<file path="config.mk">
export PLATFORM = sky130hd
export DESIGN_NAME = parity_check_rx_flat
export DESIGN_NICKNAME = d
export VERILOG_FILES = /design/src/rtl/parity_check_rx_if.sv /design/src/rtl/parity_check_rx.sv /design/src/flat_wrapper.sv
export SDC_FILE = /design/constraint.sdc
export NUM_CORES = 1
export LEC_CHECK = 0
export BUFFER_PORTS_ARGS = -buffer_cell sky130_fd_sc_hd__buf_4
export CAP_MARGIN = 25
export CORE_ASPECT_RATIO = 1.2
export CORE_UTILIZATION = 48
export DETAILED_ROUTE_END_ITERATION = 7
export PLACE_DENSITY = 0.77
export SYNTH_ARGS = -nofsm -noshare
export SYNTH_HDL_FRONTEND = slang
export SYNTH_SLANG_ARGS = --single-unit
</file>
<file path="constraint.sdc">
create_clock -name clk -period 1.75 [get_ports clk]
set_input_delay 0 -clock clk [delete_from_list [all_inputs] [get_ports clk]]
set_output_delay 0 -clock clk [all_outputs]
set_load 0.02 [all_outputs]
</file>
<file path="src/rtl/parity_check_rx_if.sv">
// Serial parity link, receive side: line bits in, decoded word and status out.
// The master modport drives the line; the slave modport is the receiver.
interface parity_check_rx_if #(
   parameter int DATA_W = 3,
   parameter int CNT_W  = 8
);
   logic              bit_valid;
   logic              bit_in;
   logic              odd_sel;
   logic              busy;
   logic [DATA_W-1:0] data_out;
   logic              data_valid;
   logic              parity_err;
   logic              frame_err;
   logic [CNT_W-1:0]  err_cnt;

   modport master (
      output bit_valid, bit_in, odd_sel,
      input  busy, data_out, data_valid, parity_err, frame_err, err_cnt
   );

   modport slave (
      input  bit_valid, bit_in, odd_sel,
      output busy, data_out, data_valid, parity_err, frame_err, err_cnt
   );
endinterface

</file>
<file path="src/rtl/parity_check_rx.sv">
// Parity link receiver: deframes start/DATA_W data/parity/stop, checks parity
// against the odd_sel value latched at the start bit, and counts parity errors.
module parity_check_rx #(
   parameter int DATA_W = 3,
   parameter int CNT_W  = 8
) (
   input logic              clk,
   input logic              rst,
   parity_check_rx_if.slave link
);
   localparam int BIT_CNT_W = $clog2(DATA_W + 1);
   localparam logic [BIT_CNT_W-1:0] LAST_BIT = BIT_CNT_W'(DATA_W - 1);

   typedef enum logic [1:0] {IDLE, DATA, PARITY, STOP} state_t;

   state_t                state_q, state_nxt;
   logic [DATA_W-1:0]     shift_q;
   logic [BIT_CNT_W-1:0]  bit_cnt_q;
   logic                  odd_q;
   logic                  rx_p_q;
   logic [DATA_W-1:0]     data_out_q;
   logic                  data_valid_q;
   logic                  parity_err_q;
   logic                  frame_err_q;
   logic [CNT_W-1:0]      err_cnt_q;
   logic                  parity_bad;

   // Parity check of the frame currently sitting in STOP.
   assign parity_bad = rx_p_q != (^shift_q ^ odd_q);

   always_comb begin
      // NOTE: default assigned first so no path through the case leaves state_nxt unassigned (no latch).
      state_nxt = state_q;
      if (link.bit_valid) begin
         case (state_q)
            IDLE:    if (!link.bit_in) state_nxt = DATA;
            DATA:    if (bit_cnt_q == LAST_BIT) state_nxt = PARITY;
            PARITY:  state_nxt = STOP;
            STOP:    state_nxt = IDLE;
            default: state_nxt = IDLE;
         endcase
      end
   end

   always_ff @(posedge clk) begin
      // NOTE: sequential state uses non-blocking assignments so every register sees pre-edge values.
      if (rst) begin
         state_q      <= IDLE;
         shift_q      <= '0;
         bit_cnt_q    <= '0;
         odd_q        <= 1'b0;
         rx_p_q       <= 1'b0;
         data_out_q   <= '0;
         data_valid_q <= 1'b0;
         parity_err_q <= 1'b0;
         frame_err_q  <= 1'b0;
         err_cnt_q    <= '0;
      end else begin
         state_q      <= state_nxt;
         data_valid_q <= 1'b0;
         if (link.bit_valid) begin
            case (state_q)
               IDLE: begin
                  if (!link.bit_in) begin
                     odd_q     <= link.odd_sel;
                     shift_q   <= '0;
                     bit_cnt_q <= '0;
                  end
               end
               DATA: begin
                  shift_q   <= (shift_q << 1) | DATA_W'(link.bit_in);
                  bit_cnt_q <= bit_cnt_q + 1'b1;
               end
               PARITY: rx_p_q <= link.bit_in;
               STOP: begin
                  data_out_q   <= shift_q;
                  parity_err_q <= parity_bad;
                  frame_err_q  <= ~link.bit_in;
                  data_valid_q <= 1'b1;
                  if (parity_bad && err_cnt_q != '1) err_cnt_q <= err_cnt_q + 1'b1;
               end
               default: ;
            endcase
         end
      end
   end

   assign link.busy       = (state_q != IDLE);
   assign link.data_out   = data_out_q;
   assign link.data_valid = data_valid_q;
   assign link.parity_err = parity_err_q;
   assign link.frame_err  = frame_err_q;
   assign link.err_cnt    = err_cnt_q;
endmodule
</file>
<file path="src/flat_wrapper.sv">
// flat-port wrapper written by rule: the top's interface ports become plain ports
module parity_check_rx_flat 
#(
   parameter int DATA_W = 3,
   parameter int CNT_W  = 8
)
  (clk, rst, link_bit_valid, link_bit_in, link_odd_sel, link_busy, link_data_out, link_data_valid, link_parity_err, link_frame_err, link_err_cnt);
  parity_check_rx_if #(.DATA_W(DATA_W), .CNT_W(CNT_W)) link_i ();
  input logic clk;
  input logic rst;
  input wire logic [$bits(link_i.bit_valid)-1:0] link_bit_valid;
  input wire logic [$bits(link_i.bit_in)-1:0] link_bit_in;
  input wire logic [$bits(link_i.odd_sel)-1:0] link_odd_sel;
  output wire logic [$bits(link_i.busy)-1:0] link_busy;
  output wire logic [$bits(link_i.data_out)-1:0] link_data_out;
  output wire logic [$bits(link_i.data_valid)-1:0] link_data_valid;
  output wire logic [$bits(link_i.parity_err)-1:0] link_parity_err;
  output wire logic [$bits(link_i.frame_err)-1:0] link_frame_err;
  output wire logic [$bits(link_i.err_cnt)-1:0] link_err_cnt;
  assign link_i.bit_valid = link_bit_valid;
  assign link_i.bit_in = link_bit_in;
  assign link_i.odd_sel = link_odd_sel;
  assign link_busy = link_i.busy;
  assign link_data_out = link_i.data_out;
  assign link_data_valid = link_i.data_valid;
  assign link_parity_err = link_i.parity_err;
  assign link_frame_err = link_i.frame_err;
  assign link_err_cnt = link_i.err_cnt;
  parity_check_rx #(.DATA_W(DATA_W), .CNT_W(CNT_W)) u_core (.clk(clk), .rst(rst), .link(link_i));
endmodule
</file>
---- Word level (Yosys, flattened, before mapping) ----
Cells that the tools add are included.
cells by class
  add/subtract/negate cells ............... 2
  eq/ne operators ......................... 8
  mux-type cells .......................... 8
  bitwise operators ....................... 4
  reduce and logical (&&, ||, !) cells .... 12
operator list
  operator                                             count
  AND reduction 3 bit                                  4
  adder 8 x 1 -> 8 bit, second input constant          1
  != test 8 bit, second input constant                 1
  one-hot mux 2 bit (4 select lines)                   1
  equality test 2 bit, second input constant           3
  two-way mux 2 bit                                    3
  one-hot mux 3 bit (2 select lines)                   1
  one-hot mux 2 bit (2 select lines)                   1
  AND reduction 2 bit                                  2
  nonzero test 2 bit                                   2
  two-way mux 3 bit                                    1
  OR 3 x 1 -> 3 bit                                    1
  parity 3 bit                                         1
  adder 2 x 1 -> 2 bit, second input constant          1
  equality test 2 x 1 -> 1 bit, second input constant  1
  zero test 2 bit                                      1
  != test 2 x 1 -> 1 bit, second input constant        1
  != test 2 bit, second input constant                 1
  inverter 1 bit                                       2
  OR reduction 2 bit                                   1
  logical AND 1 bit                                    1
  two-way mux 1 bit                                    1
  != test 1 bit                                        1
  bitwise XOR 1 bit                                    1
word-level totals
  bits in registers ....................... 23
  bits of input ports ..................... 5
  output and inout port bits .............. 15
  logic and storage cells ................. 44

---- Longest topological paths before layout ----
  depth in word-level cells ............... 5
  mapped depth ............................ 6
  gate-level depth less buffers ........... 6

---- Worst setup path after synthesis ----
OpenSTA, ideal clock, no wires.
  kind .................................... register to register
  from .................................... register u_core.err_cnt_q[0], in the netlist u_core.link.err_cnt[0]
  to ...................................... register u_core.err_cnt_q[4], in the netlist u_core.link.err_cnt[4]
  library setup time ...................... 0.121 ns
  data arrival time ....................... 1.639 ns
  data required time ...................... 1.629 ns
  slack ................................... -0.010 ns
  cell stages (with the launch flop) ...... 6
  path buffers ............................ 1
  clock period less this slack ............ 1.760 ns
  cell sequence ........................... dfxtp_1 ha_1 and4_1 clkbuf_1 nor4_1 mux2_2
between the ends
  word-level cells in the longest chain between the ends .. 3
  elaborated cells on any way between the ends .. 4
  classes of those cells .................. add/sub (1); eq/ne (1); reduce/logical (2)
ends and longest elaborated chain
  element                                                                       line                   RTL
  start, declared                                                               parity_check_rx.sv:25  logic [CNT_W-1:0] err_cnt_q;
  start signal, assigned                                                        parity_check_rx.sv:80  if (parity_bad && err_cnt_q != '1) err_cnt_q <= err_cnt_q + 1'b1;
  parallel branches: the longest is 3 deep, another holds adder 8 x 1 -> 8 bit  -
Several ways; the timed one is not identified.
A chain may end at the register's enable or synchronous reset.

---- Worst setup path in the final report ----
  from .................................... register u_core.shift_q[2]
  to ...................................... register u_core.err_cnt_q[7], in the netlist u_core.link.err_cnt[7]
between the ends
  word-level cells in the longest chain between the ends .. 5
ends and longest elaborated chain
  element                               line                   RTL
  start, declared                       parity_check_rx.sv:17  logic [DATA_W-1:0] shift_q;
  start signal, assigned                parity_check_rx.sv:71  shift_q <= (shift_q << 1) | DATA_W'(link.bit_in);
  parity 3 bit                          parity_check_rx.sv:29  assign parity_bad = rx_p_q != (^shift_q ^ odd_q);
  bitwise XOR 1 bit                     parity_check_rx.sv:29
  != test 1 bit                         parity_check_rx.sv:29
  logical AND 1 bit                     parity_check_rx.sv:80
  AND reduction 3 bit (no source line)  -
No other way between the ends.

==> results.json <==
{
  "seqPwrFrac_pct": 59.7,
  "cts_sinks": 23,
  "grt_start_max_net_pins": 29,
  "min_period_ns": 1.70,
  "internal_power_mw": 0.668,
  "final.period_utilization_pct": 97.2,
  "hold_viol_final": 0,
  "required_ns": 1.97,
  "syn_area_mm2": 0.00114,
  "max_cap_viol_count": 0,
  "synth_area_per_cell_um2": 8.72,
  "dp_slack_ns": -0.0798,
  "status": "finished clean",
  "r2r-start": "u_core.shift_q[2]",
  "finClkSkew_ns": 0.00303,
  "pwr-share-clk_pct": 27.1,
  "drc": 0,
  "synthCells": 131,
  "dp_hpwl_um": 1720,
  "grt_overflow": 0,
  "die_h_um": 55.4,
  "clk_latency_ns": 0.31,
  "r2r_setup_slack_ns": 0.05,
  "end_kind": "flip-flop",
  "rows": 19,
  "p_total_mw": 0.901,
  "maxSlewViolCount": 0,
  "wl_met1_um": 948,
  "worstHoldPathCells": 2,
  "crit_path_end": "u_core.link.err_cnt[7]",
  "arrival_ns": 1.92,
  "drive_above_1_share_pct": 28.5,
  "wl_met2_um": 1290,
  "htree_levels": 1,
  "port_buffers": 19,
  "cts_buffers": 3,
  "ant_nets": 0,
  "ff2ff_path_depth": 4,
  "first_pass_iters": 6,
  "wl_per_cell_um": 12.5,
  "relSlewSlack_pct": 78.1,
  "cts_tree": "yes",
  "ios": 20,
  "slowest_delay_ns": 0.48,
  "synth_fp_nets": 142,
  "top_layer_used": "met4",
  "grt_use_total_pct": 20.8,
  "start_util_pct": 50.6,
  "path_cells": "xnor3_2 > xor2_4 > nor4_2 > mux2_2",
  "worst_ir_drop_vdd_v": 0.000483,
  "routed_wl_um": 2350,
  "hold_class": "primary input to flip-flop",
  "cp_slowest_cell": "xnor3_2",
  "clock.fmax_ghz": 0.588,
  "worst_slack_ns": 0.0493,
  "power_density_mw_per_mm2": 609,
  "area_growth_pct": 29.5,
  "clk_pin_slew_ns": 0.13,
  "rsz0062_at_grt": "no",
  "vias_per_cell": 5.49,
  "combinationalPowerShare_pct": 13.2,
  "ys_ff_latch": 23,
  "antenna_found_initial": 0,
  "yosys_warnings": 0,
  "setup_viol": 0,
  "path_max_fanout": 7,
  "switchingPower_mw": 0.233,
  "num-nets-final": 170,
  "max_slew.worst_pin.slew_ns": 0.327,
  "fp.coreArea_mm2": 0.00226,
  "grt_pass1_vias": 993,
  "clk_path_buf_depth": 2,
  "yosysSeqAreaShare_pct": 40.3,
  "critPathKind": "flip-flop to flip-flop",
  "critPathLaunchType": "flip-flop",
  "switching_share_pct": 25.9,
  "die-area_mm2": 0.00258,
  "crit_path_start": "u_core.shift_q[2]",
  "worstReg2RegEnd": "u_core.link.err_cnt[7]",
  "diodes": 0,
  "ys_types": 29,
  "gp_congestion": 0.809,
  "dieWidth_um": 46.5,
  "grt_pass1_wl_um": 3950,
  "drt_first_iter_violations": 35,
  "met3_length_um": 61,
  "power_leakage_nw": 0.609,
  "root_buffer": "clkbuf_4",
  "vias": 1038
}
## per-stage QoR
| stage | setup TNS, ns | util [%] | area, um2 | instances | hold slack, ns |
|---|---|---|---|---|---|
| final | 0 | 65.5 | 1480 | 189 | 0.0422 |
| after global routing | 0 | 65.5 | 1480 | 189 | 0.0282 |
| after CTS | 0 | 64.2 | 1450 | 189 | 0.0300 |
| after detailed placement | -0.123 | 60.1 | 1360 | 181 | 0.285 |
| after global placement | 0 | 60.1 | 1360 | 181 | 0.271 |
| after floorplan | 0 | - | 1140 | 131 | 0.147 |
## critical path, delay by kind of cell, from the launching register on
kind	cells	cell delay (ns)
XOR/XNOR	2	0.69
flip-flops	1	0.36
multiplexers	1	0.36
AND/OR/NAND/NOR	1	0.20
## cell usage in the layout (no fill, tap or decap), drive strengths merged
cell type / n
clkbuf: 3
a21oi: 9
nand3: 5
o21bai: 1
xnor2: 1
nor2b: 7
xnor3: 1
o31ai: 2
nor4: 4
mux2: 5
xor2: 2
buf: 27
and2: 2
nand2: 13
nand2b: 1
and4: 4
inv: 5
o21ai: 1
nand4: 5
ha: 6
a211oi: 1
a31oi: 1
a22oi: 4
or4: 1
nor2: 15
clkinv: 1
mux2i: 3
and3: 1
dlygate4sd3: 4
dfxtp: 23
## Yosys cell counts
library cell | n | area [um2]
xor2_1 | 1 | 8.76
dfxtp_1 | 23 | 460
mux2i_1 | 3 | 30.0
o21ai_0 | 1 | 5.00
mux2_1 | 1 | 11.3
nand4_1 | 5 | 31.3
xor2_2 | 1 | 16.3
a211oi_1 | 1 | 7.51
nand2_1 | 13 | 48.8
or4_1 | 1 | 7.51
inv_1 | 5 | 18.8
xnor3_2 | 1 | 23.8
xnor2_1 | 1 | 8.76
and4_1 | 4 | 35.0
a22oi_1 | 4 | 30.0
and3_1 | 1 | 6.26
a31oi_1 | 1 | 6.26
ha_1 | 6 | 75.1
o21bai_1 | 1 | 7.51
and2_1 | 2 | 12.5
nor2_1 | 15 | 56.3
nor2b_1 | 7 | 43.8
o31ai_1 | 2 | 15.0
mux2_2 | 4 | 45.0
nand3_1 | 5 | 25.0
a21oi_1 | 9 | 45.0
clkbuf_1 | 8 | 30.0
nand2b_1 | 1 | 6.26
nor4_1 | 4 | 25.0
## cell families (layout without fill, tap and decap cells)
| kind of cell | count (synthesis) | in the layout | synth area share [%] |
|---|---|---|---|
| buffers and inverters | 13 | 40 | 4.27 |
| AOI/OAI and AO/OA | 19 | 19 | 10.2 |
| xor gates and xnor gates | 4 | 4 | 5.04 |
| DFF | 23 | 23 | 40.3 |
| adders and majority gates | 6 | 6 | 6.57 |
| muxes | 8 | 8 | 7.56 |
| and+or+nand+nor | 58 | 58 | 26.1 |
## state kept, by name, indices dropped and copies added (netlist names)
name                    flops
u_core.link.data_out        3
u_core.odd_q                1
u_core.bit_cnt_q            2
u_core.link.frame_err       1
u_core.state_q              2
u_core.rx_p_q               1
u_core.shift_q              3
u_core.link.err_cnt         8
u_core.link.parity_err      1
u_core.link.data_valid      1
## power by group through the flow
stage                     sequential [mW]  combinational (mW)  clock [mW]
final                               0.538               0.119       0.244
after global routing                0.540               0.132       0.283
after CTS                           0.538               0.116       0.257
after detailed placement            0.550               0.109           0
after global placement              0.549               0.104           0
after floorplan                     0.548              0.0734           0
## area by class of cell
class	instances	area (um2)
flip-flops and latches	23	462
inverters	5	18.8
repair buffers	31	243
fillers	203	779
multi-input cells	95	689
clock buffers	3	22.5
clock inverters	1	5.00
well taps	31	38.8
## how the worst min path moves through the flow
stage                            start                     end  slack (ns)
after CTS                          rst  u_core.link.data_valid        0.03
after detailed placement  link_odd_sel            u_core.odd_q        0.29
after global placement    link_odd_sel            u_core.odd_q        0.27
final                              rst       u_core.shift_q[1]        0.04
after global routing               rst   u_core.link.frame_err        0.03
after floorplan           link_odd_sel            u_core.odd_q        0.15
## what timing repair did
action                     in CTS  in global routing
buffers inserted                0                  0
hold buffers                    4                  0
resized for setup               4                  5
hold endpoints to repair        3                  0
pin swaps                       4                  2
setup endpoints to repair       4                  2
## layer usage
metal / vias up / track usage, %
li1: 510 / -
met1: 500 / 22.2
met2: 22 / 36.3
met3: 6 / 3.27
met4: 0 / 11.3
met5: - / 0
Note: power is estimated with default switching activity, not from simulation.
